### config.mk
export PLATFORM = sky130hd
export DESIGN_NAME = fetch_stage
export DESIGN_NICKNAME = d
export VERILOG_FILES = /design/src/rtl/fetch_stage.sv
export SDC_FILE = /design/constraint.sdc
export NUM_CORES = 1
export LEC_CHECK = 0
export ABC_AREA = 1
export BUFFER_PORTS_ARGS = -buffer_cell sky130_fd_sc_hd__buf_2
export CAP_MARGIN = 20
export CORE_MARGIN = 2
export CORE_UTILIZATION = 29
export CTS_CLUSTER_SIZE = 40
export DETAILED_ROUTE_END_ITERATION = 8
export PLACE_DENSITY = 0.55
export SLEW_MARGIN = 10
export SYNTH_ARGS = -nofsm -noshare
export SYNTH_HDL_FRONTEND = slang
export SYNTH_SLANG_ARGS = --single-unit
### constraint.sdc
create_clock -name clk -period 3.4 [get_ports clk]
set_input_delay 0.34 -clock clk [delete_from_list [all_inputs] [get_ports clk]]
set_output_delay 0.34 -clock clk [all_outputs]
set_load 0.005 [all_outputs]
### src/rtl/fetch_stage.sv
// Instruction-fetch front end: owns the PC and the instruction-SRAM read port,
// buffers the returned word across decode stalls and applies branch/flush redirects.
module fetch_stage #(
  parameter logic [31:0] RESET_PC = 32'hBFC0_0000
) (
  input  logic        clk,
  input  logic        reset,
  input  logic        ds_allowin,
  input  logic        br_valid,
  input  logic [31:0] br_target,
  input  logic        flush,
  input  logic [31:0] flush_target,
  output logic        fs_to_ds_valid,
  output logic [31:0] fs_pc,
  output logic [31:0] fs_inst,
  output logic        fs_adel,
  output logic        inst_sram_en,
  output logic [3:0]  inst_sram_wen,
  output logic [31:0] inst_sram_addr,
  output logic [31:0] inst_sram_wdata,
  input  logic [31:0] inst_sram_rdata
);

  logic [31:0] pc_r;
  logic [31:0] inst_buf;
  logic [31:0] br_target_r;
  logic        fs_valid;
  logic        buf_valid;
  logic        br_pending;

  logic        fs_allowin;
  logic        fetch_go;
  logic        redirect;
  logic [31:0] nextpc;

  assign fs_allowin = !fs_valid || ds_allowin || flush;
  assign fetch_go   = fs_allowin && !reset;
  // Redirect only once the delay slot occupies fetch, so the slot itself is never skipped.
  assign redirect   = (br_valid || br_pending) && fs_valid;

  always_comb begin
    if (flush) begin
      nextpc = flush_target;
    end else if (redirect) begin
      nextpc = br_pending ? br_target_r : br_target;
    end else begin
      nextpc = pc_r + 32'd4;
    end
  end

  always_ff @(posedge clk) begin
    if (reset) begin
      pc_r        <= RESET_PC - 32'd4;
      fs_valid    <= 1'b0;
      buf_valid   <= 1'b0;
      br_pending  <= 1'b0;
      inst_buf    <= 32'd0;
      br_target_r <= 32'd0;
    end else begin
      if (fetch_go) begin
        pc_r      <= nextpc;
        fs_valid  <= 1'b1;
        buf_valid <= 1'b0;
      end else if (fs_valid && !buf_valid && !ds_allowin) begin
        // SRAM data is only valid the cycle after the read; keep it for the stall.
        inst_buf  <= inst_sram_rdata;
        buf_valid <= 1'b1;
      end

      if (flush || (fetch_go && redirect)) begin
        br_pending <= 1'b0;
      end else if (br_valid && !(fetch_go && fs_valid)) begin
        br_pending  <= 1'b1;
        br_target_r <= br_target;
      end
    end
  end

  assign inst_sram_en    = fetch_go;
  assign inst_sram_addr  = nextpc;
  assign inst_sram_wen   = 4'd0;
  assign inst_sram_wdata = 32'd0;

  assign fs_to_ds_valid = fs_valid && !flush && !reset;
  assign fs_pc          = pc_r;
  assign fs_inst        = buf_valid ? inst_buf : inst_sram_rdata;
  assign fs_adel        = |pc_r[1:0];

endmodule

Word level (Yosys, flattened, before mapping)
Index checks and enable logic that the tools add are counted.
{ "classes": {"n_addsub": 1, "n_mul": 0, "div": 0, "n_lt_le_gt_ge": 0, "n_eq_ne": 0, "shift": 0, "n_mux": 4, "bitwise_logic": 2, "reduce_logical": 24} }
{ "ops": {"columns": ["operator", "n"], "rows": [
  ["$mux W32", 4],
  ["$add A32 B3 Y32 const B", 1],
  ["$logic_and A1 B1 Y1", 9],
  ["$logic_not A1 Y1", 6],
  ["$reduce_or A2 Y1", 3],
  ["$logic_or A1 B1 Y1", 4],
  ["$reduce_and A2 Y1", 2],
  ["$not A1 Y1", 2]
]} }
{ "totals": {"register_bits": 99, "latchBits": 0, "ram_bits": 0, "rom_bits": 0, "in_bits": 101, "output_inout_bits": 135, "elab_cells": 37, "n_memories": 0} }

Longest topological paths before layout
Gate-level depths: netlist (run 1).
{ "depth": {"ltp_word": 8, "depth_mapped": 12, "mapped_depth_nobuf": 12} }

Worst setup path after synthesis (run 1)
Ideal clock, no wire load.
{ "synth_path": {"kind": "flip-flop to output port", "start": "register pc_r[3], in the netlist fs_pc[3]", "end": "output port inst_sram_addr[18]", "t_arrival_ps": 1488, "t_required_ps": 3060, "slack_ps": 1572, "path_stages_with_launch": 9, "path_buffers": 0, "cell_sequence": "dfxtp_1 -> ha_1 -> nand3_2 -> inv_1 -> nand2_1 -> nor2_1 -> xor2_1 -> nand2_1 -> a21boi_0"} }
{ "synth_via": {"elab_chain_len": 3} }
{ "synth_rtl": {"columns": ["item", "line_no", "source"], "rows": [
  ["start, declared", "24", "logic [31:0] pc_r;"],
  ["start signal, assigned", "53", "pc_r <= RESET_PC - 32'd4;"],
  ["start signal, assigned", "61", "pc_r <= nextpc;"],
  ["$add A32 B3 Y32", "47", "nextpc = pc_r + 32'd4;"],
  ["$mux W32", "44", "end else if (redirect) begin"],
  ["$mux W32", "42", "if (flush) begin"],
  ["end, declared", "19", "output logic [31:0] inst_sram_addr,"]
]} }
No other way between the ends.

Worst setup path after layout (run 1)
{ "layout_path": {"start": "register br_pending", "end": "output port inst_sram_addr[28]"} }
{ "layout_via": {"elab_chain_len": 4} }
{ "layout_rtl": {"columns": ["item", "line_no", "source"], "rows": [
  ["start, declared", "29", "logic br_pending;"],
  ["start signal, assigned", "56", "br_pending <= 1'b0;"],
  ["start signal, assigned", "71", "br_pending <= 1'b0;"],
  ["start signal, assigned", "73", "br_pending <= 1'b1;"],
  ["$logic_or A1 B1 Y1", "39", "assign redirect = (br_valid || br_pending) && fs_valid;"],
  ["$logic_and A1 B1 Y1", "39", null],
  ["$mux W32 (*)", "44", null],
  ["$mux W32 (*)", "42", null]
]} }
Every way passes the cells marked *; elsewhere a longest branch is shown, timed or not.

==> impl_metrics.toml, run 1 <==
[outcome]
status = "finished, final reports clean"

[critical_path]
critical_path.most_common_cell = "nand2_1"
critical_path.reg2reg.endpoint = "br_target_r[25]$_SDFFE_PP0P_"
end_kind = "output port"
cp-start-kind = "register"
worst-r2r-setup-slack_ns = 1.17
critPathKind = "register to output port"
crit_fanout = 26
critPathSlowestCell = "clkinv_1"
reg2reg_depth = 8
cp_slowest_stage_delay_ns = 0.60
crit_required_ns = 3.06
arrival_ns = 2.37
r2r_start = "br_pending$_SDFFE_PP0P_"
crit_chain = "clkinv_1 > buf_4 > nand2_1 > nand2_1 > a21oi_1 > a21boi_0 > buf_2"

[place]
port_buffers = 199
post-place-ws_ns = 1.05
dpl.hpwl_um = 14900
routabilityCongestion = 0.896

[global_routing]
overflow = 0
grt.total_usage = 0.183
met1_usage = 0.236
grt_max_degree = 71
grt_first_pass_wirelength_um = 31900
grt_util_met2 = 0.295
antenna_found_initial = 4
use_met3 = 0.0554
grt_busiest_layer = "met2"
first_global_vias = 5960

[timing]
fmax_mhz = 369
worst_pin_slew_ns = 0.884
slew_viol_final = 0
setup_violations = 0
setup_tns_ns = 0
slew_headroom = 0.410
post-route-min-period_ns = 2.71
worst_slack_ns = 0.693
period_share = 0.796
rsz0062_at_grt = "false"
fin_skew_ns = 0.0101
finalHoldViolCount = 0

[cells_and_area]
drive_gt1_frac = 0.233
syn_to_final_growth_pct = 21.5
post-route-util = 0.356
final_net_count = 1247

[die]
dieWidth_um = 149
start_util = 0.293
rows = 53
dieHeight_um = 149
dieArea_um2 = 22300
coreArea_um2 = 20900
pin_count = 236

[pwr]
power.density_nw_per_um2 = 428
ir_drop_mv = 0.265
totalPowerFinal_w = 0.00318
p_leak_nw = 3.78

[detailed_routing]
dr.pass1.iters = 5
ant_nets = 0
drtIter0Drc = 313
drt-total-wl_um = 20400
viasPerCell = 4.57
num_vias = 6516
drc = 0
drt-wirelength-per-cell_um = 14.3

[clock_tree]
htree_levels = 3
cts-resized-gates = 0
clk_latency_ns = 0.35
cts_buffers = 9
clock-sinks = 99
cts.path.max_buffers = 2
cts_setup_buffers = 0
clkTransAtPathRegs_ns = 0.07
hold_buffers = 0
cts_tree = "built"
root_buffer = "clkbuf_16"

[synth]
yosysTopAreaCell = "dfxtp_1"
synth-seq-cells = 99
synth_top_area_frac = 0.324
ys_types = 41
ys_warn_count = 0
mappedNetlistArea_um2 = 6120
synth_async_sr_flop_share = 0
ys_top_cells_by_count = "nand2_1, nor2_1, o21ai_0"
yosysSeqAreaShare = 0.324
syn_inst = 978
synth_edf_count = 0
netlist_top_cells_area = "dfxtp_1, nand2_1, o21ai_0"
synthMostInstantiatedCell = "nand2_1"
yosys_most_used_dff = "dfxtp_1"
syn-mean-instance-area_um2 = 6.26

[min_path]
min_to = "inst_buf[12]$_SDFFE_PP0P_"
hold_path_class = "input pin to register"
hold_start = "inst_sram_rdata[12]"
hold_depth = 3

[run]
drv_cap = 0
cells by family (layout without fill, tap and decap cells):
family / count (synthesis) / after routing / synth area share
buffers and inverters: 165 / 302 / 0.137
AOI/OAI and AO/OA: 219 / 219 / 0.194
xor gates and xnor gates: 9 / 9 / 0.0129
DFF: 99 / 99 / 0.324
other: 1 / 38 / 0.000613
adders and majority gates: 1 / 1 / 0.00204
and+or+nand+nor: 484 / 484 / 0.330
cells in the final DEF, fill, tap and decap left out, types with 3 or more instances in the layout:
cell type,n
a21oi_1,60
nand3b_1,9
conb_1,36
clkinv_1,3
buf_2,199
dfxtp_1,98
buf_4,10
a21boi_0,11
xor2_1,8
nand2_1,286
o21ai_0,117
o21ai_1,6
nor2_1,119
nand3_2,3
inv_1,69
or2_2,15
clkbuf_16,9
a31oi_1,10
inv_2,4
nand3_1,33
o211ai_1,3
nor2_4,3
nor2_2,10
registers in the layout (all words and copies together) (netlist names):
signal / flops
buf_valid: 1
br_target_r: 32
fs_pc: 32
inst_buf: 32
br_pending: 1
fs_valid: 1
per-stage QoR:
| step | hold WS [ns] | cells | area [µm²] |
|---|---|---|---|
| CTS | 0.211 | 1425 | 7430 |
| detailed placement | 0.493 | 1409 | 7120 |
| global placement | 0.481 | 1409 | 7120 |
| global route | 0.224 | 1426 | 7430 |
| finish | 0.227 | 1427 | 7440 |
| floorplan | 0.462 | 1013 | 6250 |
metal layers:
layer | share of wire | vias to the layer above
met4 | 0.019 | 4
li1 | - | 3386
met3 | 0.082 | 23
met1 | 0.45 | 2865
met5 | 0.0012 | -
met2 | 0.45 | 238
worst max-delay path, delay by kind of cell (launching register included):
kind,cells,cell delay [ns]
AOI/OAI and AO/OA,2,0.39
buffers and inverters,3,1.17
DFF,1,0.33
and+or+nand+nor,2,0.11
worst max path at each step:
stage | to | cells after the start | slack [ns] | from
floorplan | inst_sram_addr[18] | 8 | 1.57 | fs_pc[3]$_SDFFE_PP1P_
global placement | inst_sram_addr[28] | 7 | 1.05 | br_pending$_SDFFE_PP0P_
detailed placement | inst_buf[13]$_SDFFE_PP0P_ | 7 | 1.05 | reset
CTS | inst_sram_addr[28] | 7 | 0.68 | br_pending$_SDFFE_PP0P_
global route | inst_sram_addr[28] | 7 | 0.46 | br_pending$_SDFFE_PP0P_
finish | inst_sram_addr[28] | 7 | 0.69 | br_pending$_SDFFE_PP0P_
layout make-up:
cell class	instances	area, µm²
clock inverter	5	77.6
sequential	99	1980
antenna	2	5.00
timing repair buffer	209	1070
tap	275	344
clock buffer	11	233
inverter	77	292
multi-input combinational	749	3430
fill	2338	13500
where the power goes:
group / switching [W] / internal (W) / total (W)
Clock: 0.000467 / 0.000644 / 0.00111
Sequential: 0.0000836 / 0.00125 / 0.00133
Combinational: 0.000462 / 0.000280 / 0.000743
Total: 0.00101 / 0.00217 / 0.00318
(Power assumes the default switching activity.)
==> run 2, diff against run 1 <==
Settings changed: ABC_AREA 1 to 0, PLACE_DENSITY 0.55 to 0.57.
Clock period 3.4 ns to 2.4 ns, I/O delays scaled along.
==> impl_metrics.toml, run 2 <==
[timing]
worst_pin_slew_ns = 0.790
slew_viol_final = 0
fin_skew_ns = 0.00741
post-route-min-period_ns = 2.35
slew_headroom = 0.473
worst_slack_ns = 0.0460
fmax_mhz = 425
period_share = 0.981
finalHoldViolCount = 0
rsz0062_at_grt = "true"
whs_ns = 0.114
setup_violations = 0

[synth]
syn-mean-instance-area_um2 = 8.27
synth_edf_count = 0
synth_async_sr_flop_share = 0
ys_top_cells_by_count = "nand2_1, dfxtp_1, a21oi_1"
synth_top_area_frac = 0.333
yosysTopAreaCell = "dfxtp_1"
yosys_most_used_dff = "dfxtp_1"
synth-seq-cells = 99
synthMostInstantiatedCell = "nand2_1"
ys_warn_count = 0
mappedNetlistArea_um2 = 5950
syn_inst = 720
yosysSeqAreaShare = 0.333
ys_types = 66
netlist_top_cells_area = "dfxtp_1, mux2i_1, nand2_1"

[cells_and_area]
final_cell_mix = "buf_2, nand2_1, dfxtp_1"
post-route-util = 0.383
final_common_cell = "buf_2"
drive_gt1_frac = 0.374
final_net_count = 1022
num-fill-cells = 2150
syn_to_final_growth_pct = 29.6

[min_path]
hold_depth = 3
hold_path_class = "input pin to register"
hold_start = "flush_target[24]"
min_to = "fs_pc[24]$_SDFFE_PP1P_"

[critical_path]
path_buf_inv = 1
crit_chain = "ha_4 > and3_4 > nand2_8 > or3_4 > a311oi_4 > a21oi_2 > buf_2"
r2r_start = "fs_valid$_SDFFE_PP0P_"
critPathSlowestCell = "dfxtp_4"
cp_slowest_stage_delay_ns = 0.38
crit_required_ns = 2.16
reg2reg_depth = 5
crit_family = "simple AND/OR/NAND/NOR gates"
arrival_ns = 2.11
critical_path.reg2reg.endpoint = "fs_pc[14]$_SDFFE_PP1P_"
worst-r2r-setup-slack_ns = 0.44
end_kind = "output port"
crit_fanout = 8
critPathKind = "register to output port"
cp-start-kind = "register"

[detailed_routing]
drt-total-wl_um = 20500
drtIter0Drc = 268
drt-wirelength-per-cell_um = 17.1
viasPerCell = 4.83
num_vias = 5787
ant_nets = 0
dr.pass1.iters = 4
drc = 0

[die]
dieArea_um2 = 21700
rows = 52
dieWidth_um = 147
start_util = 0.295
dieHeight_um = 147
pin_count = 236
coreArea_um2 = 20200

[clock_tree]
clkTransAtPathRegs_ns = 0.07
cts.path.max_buffers = 2
clk_latency_ns = 0.36
cts_tree = "built"
hold_buffers = 0
clock-sinks = 99
cts_buffers = 9
htree_levels = 3
root_buffer = "clkbuf_16"

[global_routing]
grt_first_pass_wirelength_um = 30600
grt.total_usage = 0.182
first_global_vias = 5402
antenna_found_initial = 3
overflow = 0
grt_max_degree = 71

[place]
post-place-ws_ns = 0.116
dpl.hpwl_um = 15100
routabilityCongestion = 0.902
port_buffers = 199

[pwr]
ir_drop_mv = 0.404
power.density_nw_per_um2 = 589
p_leak_nw = 3.17

[run]
drv_cap = 0

[outcome]
status = "finished, final reports clean"
run 2: cell count changes after synthesis, moves of 17 or more:
| cell | before | now |
|---|---|---|
| o21ai_0 | 117 | 25 |
| nor2_1 | 119 | 56 |
| mux2i_1 | 0 | 61 |
| inv_1 | 69 | 6 |
| mux2_2 | 0 | 36 |
| nand2_1 | 286 | 115 |
| nand3_1 | 33 | 16 |
run 2: power by group:
| part | switching [W] | leakage, nW | internal (W) |
|---|---|---|---|
| Sequential | 0.0000992 | 0.811 | 0.00175 |
| Clock | 0.000711 | 0.141 | 0.000823 |
| Combinational | 0.000635 | 2.22 | 0.000526 |
| Total | 0.00144 | 3.17 | 0.00310 |
run 2: logic make-up after synthesis:
group,after synthesis,synth area share
AND/OR/NAND/NOR,251,0.202
XOR/XNOR,20,0.0294
multiplexers,97,0.171
other,1,0.000630
buffers and inverters,93,0.0937
AO/OA/AOI/OAI,158,0.169
flip-flops,99,0.333
adder cells (fa/ha/maj),1,0.00210
run 2: tightest hold or removal path: stages:
cell     delay (ns)
buf_2          0.08
nand2_1        0.06
o21ai_1        0.06
run 2: repair_timing:
| action | in CTS | in global routing |
|---|---|---|
| gates cloned | 0 | 2 |
| setup buffers | 0 | 8 |
| setup endpoints to repair | 10 | 17 |
| resized for setup | 17 | 30 |
| pin swaps | 1 | 5 |
run 2: layout make-up:
cell class	instances	area, µm²	share of cell area
Clock inverter	6	73.8	0.00957
Sequential cell	99	2010	0.261
Tap cell	270	338	0.0438
Timing Repair Buffer	239	1360	0.176
Antenna cell	3	7.51	0.000973
Multi-Input combinational cell	564	3680	0.476
Inverter	7	26.3	0.00340
Clock buffer	10	229	0.0297
run 2: routing by layer:
| metal | part of all wire | GRT usage | routed length, µm |
|---|---|---|---|
| met2 | 0.47 | 0.303 | 9530 |
| met5 | 0.00064 | 0 | 13 |
| met1 | 0.44 | 0.231 | 9000 |
| met3 | 0.081 | 0.0602 | 1660 |
| met4 | 0.013 | 0.0394 | 262 |
run 2: worst max path at each step:
stage | from | to | slack, ns | depth (start not counted)
after global placement | fs_pc[3]$_SDFFE_PP1P_ | inst_sram_addr[30] | 0.17 | 7
after floorplan | fs_pc[2]$_SDFFE_PP1P_ | inst_sram_addr[30] | 0.45 | 6
after detailed placement | fs_pc[3]$_SDFFE_PP1P_ | inst_sram_addr[30] | 0.12 | 7
after global routing | fs_pc[3]$_SDFFE_PP1P_ | inst_sram_addr[30] | -0.05 | 7
after CTS | fs_pc[2]$_SDFFE_PP1P_ | inst_sram_addr[31] | -0.006 | 7
final | fs_pc[3]$_SDFFE_PP1P_ | inst_sram_addr[30] | 0.05 | 7
run 2: per-stage QoR:
step           setup TNS, ns  std cells  cell area (µm²)  power [W]
6_report                   0       1198             7720    0.00454
5_1_grt              -0.0582       1195             7710    0.00479
2_1_floorplan              0        755             6090    0.00254
4_1_cts             -0.00615       1185             7510    0.00454
3_5_place_dp               0       1169             7160    0.00297
3_3_place_gp               0       1169             7160    0.00296
